$ cat config.mk
export PLATFORM = sky130hd
export DESIGN_NAME = clause_status_scanner
export DESIGN_NICKNAME = d
export VERILOG_FILES = /design/src/rtl/clause_status_scanner.sv
export SDC_FILE = /design/constraint.sdc
export NUM_CORES = 1
export LEC_CHECK = 0
export ABC_AREA = 1
export CAP_MARGIN = 30
export CORE_AREA = 2 2 118 120
export DETAILED_ROUTE_END_ITERATION = 10
export DIE_AREA = 0 0 120 122
export HOLD_SLACK_MARGIN = 0.1
export PLACE_DENSITY = 0.86
export SETUP_SLACK_MARGIN = 0.15
export SYNTH_ARGS = -nofsm -noshare
export SYNTH_HDL_FRONTEND = slang
export SYNTH_SLANG_ARGS = --single-unit
$ cat constraint.sdc
create_clock -name clk -period 3.1 [get_ports clk]
set_clock_uncertainty 0.05 [all_clocks]
set_input_delay 0.465 -clock clk [delete_from_list [all_inputs] [get_ports clk]]
set_output_delay 0.465 -clock clk [all_outputs]
set_load 0.05 [all_outputs]
$ cat src/rtl/clause_status_scanner.sv
// Scans a snapshot of the clause assignment bus a group of clauses per cycle.
// Reports the satisfied count, all-satisfied, the first conflict and the first unit clause.
module clause_status_scanner #(
    parameter int NUM_CLAUSES         = 16,
    parameter int NUM_VARS_PER_CLAUSE = 3,
    parameter int CLAUSES_PER_CYCLE   = 4,
    localparam int IW = $clog2(NUM_CLAUSES),
    localparam int LW = (NUM_VARS_PER_CLAUSE > 1) ? $clog2(NUM_VARS_PER_CLAUSE) : 1,
    localparam int CW = $clog2(NUM_CLAUSES + 1)
) (
    input  logic                                        clk,
    input  logic                                        rst_n,
    input  logic [NUM_VARS_PER_CLAUSE*NUM_CLAUSES-1:0]  clause_values,
    input  logic [NUM_VARS_PER_CLAUSE*NUM_CLAUSES-1:0]  clause_assigned,
    input  logic                                        start,
    output logic                                        busy,
    output logic                                        done,
    output logic                                        all_sat,
    output logic                                        conflict,
    output logic [IW-1:0]                               conflict_idx,
    output logic                                        unit_found,
    output logic [IW-1:0]                               unit_idx,
    output logic [LW-1:0]                               unit_lit,
    output logic [CW-1:0]                               sat_count
);

    localparam int NV  = NUM_VARS_PER_CLAUSE;
    localparam int NC  = NUM_CLAUSES;
    localparam int CPC = CLAUSES_PER_CYCLE;
    localparam int G   = NC / CPC;
    localparam int GW  = (G > 1) ? $clog2(G) : 1;
    localparam int GB  = CPC * NV;

    typedef enum logic [1:0] {IDLE, SCAN, DONE} state_t;

    state_t           state;
    logic [GW-1:0]    group;
    logic [NC*NV-1:0] snap_val;
    logic [NC*NV-1:0] snap_asg;

    logic [GB-1:0]    grp_val;
    logic [GB-1:0]    grp_asg;

    logic [NV-1:0]    cv;
    logic [NV-1:0]    ca;
    logic             csat;
    logic [LW:0]      nun;
    logic [LW-1:0]    upos;
    int               base;

    logic [CW-1:0]    grp_sat;
    logic             grp_conf;
    logic [IW-1:0]    grp_conf_idx;
    logic             grp_unit;
    logic [IW-1:0]    grp_unit_idx;
    logic [LW-1:0]    grp_unit_lit;

    logic [CW-1:0]    sat_next;

    assign grp_val  = snap_val[int'(group)*GB +: GB];
    assign grp_asg  = snap_asg[int'(group)*GB +: GB];
    assign sat_next = sat_count + grp_sat;

    // Classify every clause of the current group; the first hit wins for conflict and unit.
    always_comb begin
        cv           = '0;
        ca           = '0;
        csat         = 1'b0;
        nun          = '0;
        upos         = '0;
        base         = int'(group) * CPC;
        grp_sat      = '0;
        grp_conf     = 1'b0;
        grp_conf_idx = '0;
        grp_unit     = 1'b0;
        grp_unit_idx = '0;
        grp_unit_lit = '0;
        for (int i = 0; i < CPC; i++) begin
            cv   = grp_val[i*NV +: NV];
            ca   = grp_asg[i*NV +: NV];
            csat = |(cv & ca);
            nun  = '0;
            upos = '0;
            for (int l = 0; l < NV; l++) begin
                if (!ca[l]) begin
                    nun  = nun + {{LW{1'b0}}, 1'b1};
                    upos = LW'(l);
                end
            end
            if (csat) begin
                grp_sat = grp_sat + CW'(1);
            end
            if (!csat && (&ca) && !grp_conf) begin
                grp_conf     = 1'b1;
                grp_conf_idx = IW'(base + i);
            end
            if (!csat && (nun == {{LW{1'b0}}, 1'b1}) && !grp_unit) begin
                grp_unit     = 1'b1;
                grp_unit_idx = IW'(base + i);
                grp_unit_lit = upos;
            end
        end
    end

    // Pass sequencer; results accumulate during SCAN and hold until the next accepted start.
    always_ff @(posedge clk or negedge rst_n) begin
        if (!rst_n) begin
            state        <= IDLE;
            group        <= '0;
            snap_val     <= '0;
            snap_asg     <= '0;
            busy         <= 1'b0;
            done         <= 1'b0;
            all_sat      <= 1'b0;
            conflict     <= 1'b0;
            conflict_idx <= '0;
            unit_found   <= 1'b0;
            unit_idx     <= '0;
            unit_lit     <= '0;
            sat_count    <= '0;
        end else begin
            done <= 1'b0;
            case (state)
                SCAN: begin
                    sat_count <= sat_next;
                    if (!conflict && grp_conf) begin
                        conflict     <= 1'b1;
                        conflict_idx <= grp_conf_idx;
                    end
                    if (!unit_found && grp_unit) begin
                        unit_found <= 1'b1;
                        unit_idx   <= grp_unit_idx;
                        unit_lit   <= grp_unit_lit;
                    end
                    if (grp_conf || (group == GW'(G - 1))) begin
                        state   <= DONE;
                        busy    <= 1'b0;
                        done    <= 1'b1;
                        all_sat <= (sat_next == CW'(NC)) && !conflict && !grp_conf;
                    end else begin
                        group <= group + GW'(1);
                    end
                end
                default: begin
                    if (start) begin
                        state        <= SCAN;
                        busy         <= 1'b1;
                        group        <= '0;
                        snap_val     <= clause_values;
                        snap_asg     <= clause_assigned;
                        all_sat      <= 1'b0;
                        conflict     <= 1'b0;
                        conflict_idx <= '0;
                        unit_found   <= 1'b0;
                        unit_idx     <= '0;
                        unit_lit     <= '0;
                        sat_count    <= '0;
                    end else begin
                        state <= IDLE;
                    end
                end
            endcase
        end
    end

endmodule

=== After elaboration in Yosys (flattened, before gate mapping) ===
Cells that the tools add are included.

* Latch bits: 0
* Register bits: 120
* Output and inout bits: 20
* Memory bits (read-only): 0
* Memory bits (writable): 0
* Memories: 0
* Input bits: 99

* Muxes and demuxes: 71
* $add $sub $neg: 16
* Div/mod/pow operators: 0
* Multipliers: 1
* Shift operators: 2
* Reductions and logical operators: 46
* Bitwise gates (word level): 5
* Order comparisons: 0
* Equality and inequality tests: 11

{| class="wikitable"
|+ Operator list
! operator !! number
|-
| 4-bit 2-to-1 mux || 13
|-
| 48-bit by 32-bit indexed part select with 12-bit output || 1
|-
| 48-bit by 7-bit indexed part select with 12-bit output || 1
|-
| 1-bit 2-to-1 mux || 30
|-
| 2-bit 2-to-1 mux || 15
|-
| 5-bit 2-to-1 mux || 5
|-
| 3-bit by 1-bit adder with 3-bit output (second input constant) || 8
|-
| 3-bit 2-to-1 mux || 8
|-
| 1-bit logical AND || 18
|-
| 5-bit by 1-bit adder with 5-bit output (second input constant) || 3
|-
| 1-bit zero test || 13
|-
| 3-bit AND || 4
|-
| 3-bit by 1-bit equality test with 1-bit output (second input constant) || 4
|-
| 3-bit AND reduction || 4
|-
| 3-bit OR reduction || 4
|-
| 2-bit AND reduction || 5
|-
| 4-bit by 2-bit adder with 4-bit output (second input constant) || 2
|-
| 2-bit != test (second input constant) || 4
|-
| 5-bit adder || 1
|-
| 5-bit equality test (second input constant) || 1
|-
| 4-bit by 1-bit adder with 4-bit output (second input constant) || 1
|-
| 2-bit by 2-bit multiplier with 4-bit output (second input constant) || 1
|-
| 2-bit by 1-bit adder with 2-bit output (second input constant) || 1
|-
| 2-bit by 1-bit equality test with 1-bit output (second input constant) || 1
|-
| 4 further kinds || 4
|}

=== Longest topological paths before layout ===
Gate-level depths: netlist (run 1).

* Depth after elaboration: 22
* Mapped depth: 25
* Depth with buffers taken out: 23

=== Worst setup path after synthesis (run 1) ===
Ideal clock, no wire load.

* Path kind: register to register
* Start: reg group[0]
* End: reg all_sat
* Required time: 2984 ps
* Path slack: -274 ps
* Arrival: 3258 ps
* Library setup time: 66 ps
* Stages on the path, launching flop included: 25
* Period minus slack after synthesis: 3374 ps
* Path buffers: 3
* Path through: dfrtp_1 > buf_6 > buf_6 > buf_6 > nand2_1 > nand3_1 > nand2_1 > nand2_1 > nand2_1 > nor2_4 > ha_1 > or2_2 > nand2_1 > inv_1 > ha_1 > mux2i_1 > inv_1 > ha_1 > nand3_1 > nand2_1 > xnor2_1 > nand4_1 > nor2_1 > nand4_1 > nand2_1

* Word-level cells in the longest chain between the ends: 20
* Elaborated cells between the ends (all ways): 51
* Those cells by class: add/sub: 4; mul: 1; eq/ne: 3; shift: 2; mux: 10; bitwise: 4; reduce/logical: 27

{| class="wikitable"
|+ Ends and longest elaborated chain
! what !! line !! text
|-
| start, declared || 37 || <nowiki>logic [GW-1:0] group;</nowiki>
|-
| start signal, assigned || 141 || <nowiki>group <= group + GW'(1);</nowiki>
|-
| branches (longest 20 deep; another with 5-bit by 1-bit adder with 5-bit output) || -- ||
|-
| end signal, assigned || 139 || <nowiki>all_sat <= (sat_next == CW'(NC)) && !conflict && !grp_conf;</nowiki>
|-
| end, declared || 18 || <nowiki>output logic all_sat,</nowiki>
|}

Several ways; the timed one is not identified. The select of a mux whose other input is x is not followed.
A chain may end at the register's enable or synchronous reset.

=== Worst setup path after layout (run 1) ===
Same ends and word-level chain as after synthesis.

==> flow_summary.toml, run 1 <==
[route]
drcViolationCount = 0
wl_per_cell_um = 14.8
via_per_inst = 5.10
vias = 6089
drtIter0Drc = 535
routed_wl_um = 17700
final_antenna_net_count = 0
drt_pass1_iterations = 7

[synthesis]
yosysTopAreaCell = "dfrtp_1"
synth_area_leaders = "dfrtp_1 47%, nand2_1 20%, o21ai_0 5.5%, inv_1 5.2%, nand3_1 4.7%"
post_synth.cell_area_avg_um2 = 7.58
yosys.cell_types.count = 35
synth_seq_cells = 120
synth_top_area_share_pct = 47.4
seq_area_frac_synth_pct = 47.4
syn_inst = 835
netlist_area_um2 = 6330
synth_warnings = 0
syn-num-nets = 951

[cts]
root_buffer = "clkbuf_16"
cts_made_buffers = 17
cts_buffer_depth = 2
cts.sinks = 120
clk-insertion-delay-late_ns = 0.42
clk_pin_slew_worst_paths_ns = 0.06
htreeDepth = 4
cts_tree = "yes"

[hold_path]
holdCritStartpoint = "snap_val[46]"
worst_hold_path_type = "flip-flop to flip-flop"
min_path_cells = 2
holdPathEnd = "snap_val[46]"

[critical_path]
r2r-start = "group[0]"
critPathMaxStageDelay_ns = 0.45
crit_slowest_cell = "dfrtp_2"
worstSetupEndpointType = "flip-flop"
cp_num_buf_inv = 4
crit_family = "simple AND/OR/NAND/NOR gates"
crit_type = "flip-flop to flip-flop"
r2r-end = "all_sat"
rr_worst_depth = 23
cpMostUsedCell = "nand2_2"
critPathMaxFanout = 15
crit_required_ns = 3.40
arrival_ns = 3.78
crit_chain = "buf_8, inv_8, nand2_1, nand3_1, nand2_2, nand2_2, nand2_2, nor2_4, ha_4, or2_4, nand2_4, inv_2, ha_4, mux2i_2, inv_1, ha_1, a21oi_2, nand2_2, xnor2_2, nand4_1, nor2_1, nand4_1, nand2_1"
r2r_slack_ns = -0.38
cp-start-kind = "flip-flop"

[floorplanning]
rows = 43
die_area_um2 = 14600
start_util_pct = 46.9
core_um2 = 13500
fp.dieW_um = 120
io_pins = 119
dieHeight_um = 122

[timing]
clock.fmax_ghz = 0.287
hold_viol = 0
timing.hold.ws_ns = 0.422
post-route-period-util_pct = 112
setup_tns_ns = -1.03
layout_min_cycle_time_ns = 3.48
relSlewSlack_pct = 62.7
finalSetupViolations = 5
finalMaxSlewViolations = 0
max_slew.worst_pin.slew_ns = 0.559
rsz0062_at_grt = "yes"
setup_ws_ns = -0.382

[pwr]
power.share.clock_pct = 17.2
finalPower_mw = 12.7
power.density_nw_per_um2 = 1410
netSwitchingFraction_pct = 44.4
seqPwrFrac_pct = 21.0
ir_drop_v = 0.000823
p_int_mw = 7.04
power_frac_comb_pct = 61.9
leakagePower_nw = 4.55
switchingPower_mw = 5.62

[placed_design]
place_inst = 1145
postPlaceCellArea_um2 = 8020
numPortBuffers = 118
dp_hpwl_um = 11900
place_congestion = 0.904
place_ws_ns = -0.326

[status]
status = "finished, violations left"
violations = "setup timing"

[layout]
antenna_cells = 0
layout-drive-gt1-share_pct = 18.3
final_cell_area_um2 = 9000
nets = 1118
fin_cells = 1195
area_growth_pct = 42.1
fin_util_pct = 66.6

[global_route]
track_usage_pct = 25.4
grt_overflow = 0
antenna_found_initial = 0
grt_pass1_vias = 6152
grt_first_pass_wirelength_um = 29000
grt_max_degree = 67

[run]
maxCapViolCount = 0
-- synthesized netlist by cell type, drive strengths merged --
library cell / number
a21oi: 3
and2: 1
buf: 18
clkbuf: 21
clkinv: 1
conb: 1
dfrtp: 120
fa: 1
ha: 16
inv: 96
mux2i: 1
nand2: 353
nand3: 68
nand4: 3
nor2: 34
o211ai: 6
o21ai: 82
o22ai: 3
o31ai: 1
or2: 1
xnor2: 2
xor2: 3
-- placed cells by master (no fill, tap or decap), types with 5 or more instances in the layout --
| cell | instances |
|---|---|
| o211ai_1 | 6 |
| buf_4 | 56 |
| nor2_1 | 24 |
| nand2_2 | 34 |
| bufinv_16 | 5 |
| nand3_2 | 8 |
| dfrtp_1 | 119 |
| inv_1 | 87 |
| o21ai_1 | 12 |
| clkbuf_16 | 17 |
| nor2_2 | 6 |
| clkdlybuf4s50_1 | 117 |
| nand3_1 | 57 |
| nand2_1 | 316 |
| inv_2 | 7 |
| o21ai_2 | 5 |
| o21ai_0 | 65 |
| ha_1 | 14 |
| buf_6 | 5 |
-- kinds of logic (layout without fill, tap and decap cells) --
group                      Yosys count  in the layout  synth area share (%)
AOI/OAI and AO/OA                   95             95                  8.12
xor gates and xnor gates             5              5                 0.692
adders and majority gates           17             17                  3.48
buffers and inverters              136            316                  9.37
DFF                                120            120                  47.4
muxes                                1              1                 0.158
other                                1              1                0.0592
and+or+nand+nor                    460            460                  30.7
-- how the worst max path moves through the flow --
| stage | startpoint | endpoint | slack, ns | cells past startpoint |
|---|---|---|---|---|
| after detailed placement | group[0] | all_sat | -0.33 | 22 |
| after CTS | group[0] | all_sat | -0.20 | 24 |
| after global placement | group[0] | all_sat | -0.18 | 22 |
| after floorplan | group[0] | all_sat | -0.14 | 24 |
| after global routing | group[0] | all_sat | -0.55 | 23 |
| final | group[0] | all_sat | -0.38 | 23 |
-- final cells by class --
type	instances	area, um2
sequential	120	3000
clock inverter	15	226
inverter	97	379
timing repair inverter	1	11.3
timing repair buffer	186	1800
clock buffer	17	425
fill	990	4510
multi-input combinational	579	2920
tap	180	225
-- metal layers --
layer	global-route usage (%)	routed length, um	vias to the layer above
met5	0	0	-
met4	11.0	584	0
met3	5.52	1110	51
met2	43.6	8870	249
met1	30.8	7100	2864
li1	-	-	2925
-- power by group through the flow --
stage	sequential, mW	clock [mW]	combinational, mW
3_3_place_gp	2.62	0	6.39
2_1_floorplan	2.80	0	4.32
4_1_cts	2.63	2.19	7.32
6_report	2.65	2.17	7.83
3_5_place_dp	2.65	0	6.62
5_1_grt	2.72	2.27	8.66
-- repair_timing --
action,CTS,global route
endpoints found under the hold margin,27,0
pin swaps,22,16
gates cloned,2,0
hold buffers,1,0
endpoints found under the setup margin,5,12
setup buffers,13,2
resized for setup,28,23
-- worst reg2reg max path: stages, from the launching register on --
cell	delay [ns]
dfrtp_2	0.45
buf_8	0.17
inv_8	0.11
nand2_1	0.08
nand3_1	0.12
nand2_2	0.08
nand2_2	0.08
nand2_2	0.07
nor2_4	0.14
ha_4	0.22
or2_4	0.24
nand2_4	0.07
inv_2	0.04
ha_4	0.22
mux2i_2	0.17
inv_1	0.07
ha_1	0.20
a21oi_2	0.15
nand2_2	0.09
xnor2_2	0.20
nand4_1	0.13
nor2_1	0.12
nand4_1	0.09
nand2_1	0.08
-- state kept, by name, summed over array words and instances, names as in the netlist --
signal	flops
all_sat	1
busy	1
conflict	1
conflict_idx	4
done	1
group	2
sat_count	5
snap_asg	48
snap_val	48
state	2
unit_found	1
unit_idx	4
unit_lit	2
Note: power is estimated with default switching activity, not from simulation.
==> run 2: changes to the inputs <==
- CORE_AREA: 2 2 118 120 -> 2 2 129 131
- DIE_AREA: 0 0 120 122 -> 0 0 131 133
- PLACE_DENSITY: 0.86 -> 0.75
- SKIP_LAST_GASP: default -> 1
==> run 2 against run 1 <==
Net effect: the run still ends with setup timing left; critical endpoint unchanged; die area grew 19%; critical path type unchanged; first-iteration DRC count shrank 30%; sequential share of layout area shrank 0.31 points.
==> flow_summary.toml, run 2 (synthesized netlist as in run 1, its figures left out) <==
[global_route]
grt_overflow = 0
antenna_found_initial = 0
grt_first_pass_wirelength_um = 27900
grt_pass1_vias = 5802
track_usage_pct = 20.6
grt_max_degree = 155

[pwr]
switchingPower_mw = 5.72
leakagePower_nw = 4.53
netSwitchingFraction_pct = 43.7
ir_drop_v = 0.000793
power.share.clock_pct = 16.8
power_frac_comb_pct = 63.0
finalPower_mw = 13.1
seqPwrFrac_pct = 20.2
power.density_nw_per_um2 = 1440
p_int_mw = 7.36

[cts]
hold_buffers = 0
cts_made_buffers = 17
cts.sinks = 120
cts_tree = "yes"
cts_buffer_depth = 2
clk-insertion-delay-late_ns = 0.42
clk_pin_slew_worst_paths_ns = 0.05
root_buffer = "clkbuf_16"
htreeDepth = 4

[layout]
fin_util_pct = 56.2
fill_cells = 1437
layout_commonest_cell = "nand2_1"
largestRegisters = "snap_asg x48, snap_val x48, sat_count x5"
antenna_cells = 0
layout-drive-gt1-share_pct = 18.6
seqCellArea_um2 = 3000
area_growth_pct = 43.4
multiInputGateArea_um2 = 3000
nets = 1109
final_cell_mix = "314 x nand2_1, 119 x dfrtp_1, 117 x clkdlybuf4s50_1"

[timing]
clock.fmax_ghz = 0.291
max_slew.worst_pin.slew_ns = 0.920
finalSetupViolations = 4
post-route-period-util_pct = 111
hold_viol = 0
setup_tns_ns = -0.725
rsz0062_at_grt = "yes"
finalMaxSlewViolations = 0
layout_min_cycle_time_ns = 3.43
relSlewSlack_pct = 38.7
setup_ws_ns = -0.333

[critical_path]
worstSetupEndpointType = "flip-flop"
arrival_ns = 3.69
crit_required_ns = 3.35
crit_slowest_cell = "dfrtp_2"
startpoint = "group[0]"
crit_chain = "buf_6, buf_12, nand2_1, o21ai_1, nand2_1, nand2_2, nand2_2, inv_2, nor2_4, ha_4, or2_4, nand2_4, inv_2, ha_4, mux2i_4, buf_6, fa_2, o21ai_4, xor2_2, nor2_1, nand4_1, nand2_1"
cp-start-kind = "flip-flop"
crit_type = "flip-flop to flip-flop"
r2r-start = "group[0]"
critPathMaxFanout = 7
critPathMaxStageDelay_ns = 0.46
cpMostUsedCell = "nand2_1"

[route]
via_per_inst = 4.78
routed_wl_um = 17100
drt_pass1_iterations = 5
drtIter0Drc = 372
final_antenna_net_count = 0
vias = 5866
drcViolationCount = 0
wl_per_cell_um = 14.0

[floorplanning]
fp.dieW_um = 131
dieHeight_um = 133
die_area_um2 = 17400
core_um2 = 16200
start_util_pct = 39.2
io_pins = 119
rows = 47

[status]
violations = "setup timing"
status = "finished, violations left"

[placed_design]
dp_hpwl_um = 11700
place_congestion = 0.864
numPortBuffers = 118
place_ws_ns = -0.286

[hold_path]
worst_hold_path_type = "input port to asynchronous set/reset pin"

[run]
maxCapViolCount = 0
-- run 2: cell count changes in the layout (fill, tap and decap cells not counted), sizes merged --
| cell | change |
|---|---|
| buf | -9 |
| clkbuf | +5 |
| clkinv | -4 |
| clkinvlp | +1 |
| dlygate4sd3 | -1 |
| inv | -1 |
-- run 2: path summary, 6_finish.rpt --
| kind | to | slack [ns] | cells past startpoint |
|---|---|---|---|
| worst max-delay path | all_sat | -0.33 | 22 |
| worst min-delay path | snap_val[8] | 0.12 | 1 |
| worst max register to register | all_sat | -0.33 | 22 |
| worst min register to register | snap_val[33] | 0.42 | 2 |
| max in group asynchronous | snap_val[11] | 2.12 | 2 |
| min in group clk | snap_val[33] | 0.42 | 2 |
-- run 2: cell type report --
cell class                      count  share of cell area [%]
Sequential cell                   120                    33.1
Timing Repair Buffer              177                    19.2
Tap cell                          220                    3.03
Clock inverter                     11                    2.14
Clock buffer                       21                    5.18
Timing Repair inverter              1                   0.124
Multi-Input combinational cell    579                    33.1
Inverter                           97                    4.17
-- run 2: critical path, delay by kind of cell, from the launching register on --
family,cells,cell delay (ns)
DFF,1,0.46
muxes,1,0.07
adders and majority gates,3,0.87
and+or+nand+nor,10,0.91
buffers and inverters,5,0.49
AOI/OAI and AO/OA,2,0.27
xor gates and xnor gates,1,0.20
-- run 2: per-stage QoR --
stage	area (um2)	cells	hold slack (ns)
after global routing	9080	1226	0.192
final	9080	1226	0.122
after global placement	8010	1178	0.399
after floorplan	6390	835	0.119
after CTS	8850	1218	0.157
after detailed placement	8010	1178	0.410
-- run 2: power groups by stage --
stage / clock, mW / sequential [mW] / combinational (mW)
3_5_place_dp: 0 / 2.64 / 6.57
6_report: 2.20 / 2.64 / 8.24
2_1_floorplan: 0 / 2.80 / 4.32
4_1_cts: 2.22 / 2.63 / 7.15
5_1_grt: 2.30 / 2.71 / 9.11
3_3_place_gp: 0 / 2.61 / 6.41
-- run 2: what timing repair did --
| item | CTS | global route |
|---|---|---|
| endpoints found under the setup margin | 5 | 12 |
| pin swaps | 9 | 23 |
| gates cloned | 2 | 1 |
| resized for setup | 24 | 38 |
| setup buffers | 6 | 7 |
-- run 2: layer usage --
| layer | up-vias | global-route usage, % | share of wire [%] |
|---|---|---|---|
| li1 | 2909 | - | - |
| met1 | 2742 | 26.2 | 44 |
| met2 | 176 | 34.3 | 49 |
| met3 | 39 | 4.97 | 5.1 |
| met4 | 0 | 7.27 | 2.7 |
| met5 | - | 0 | 0 |
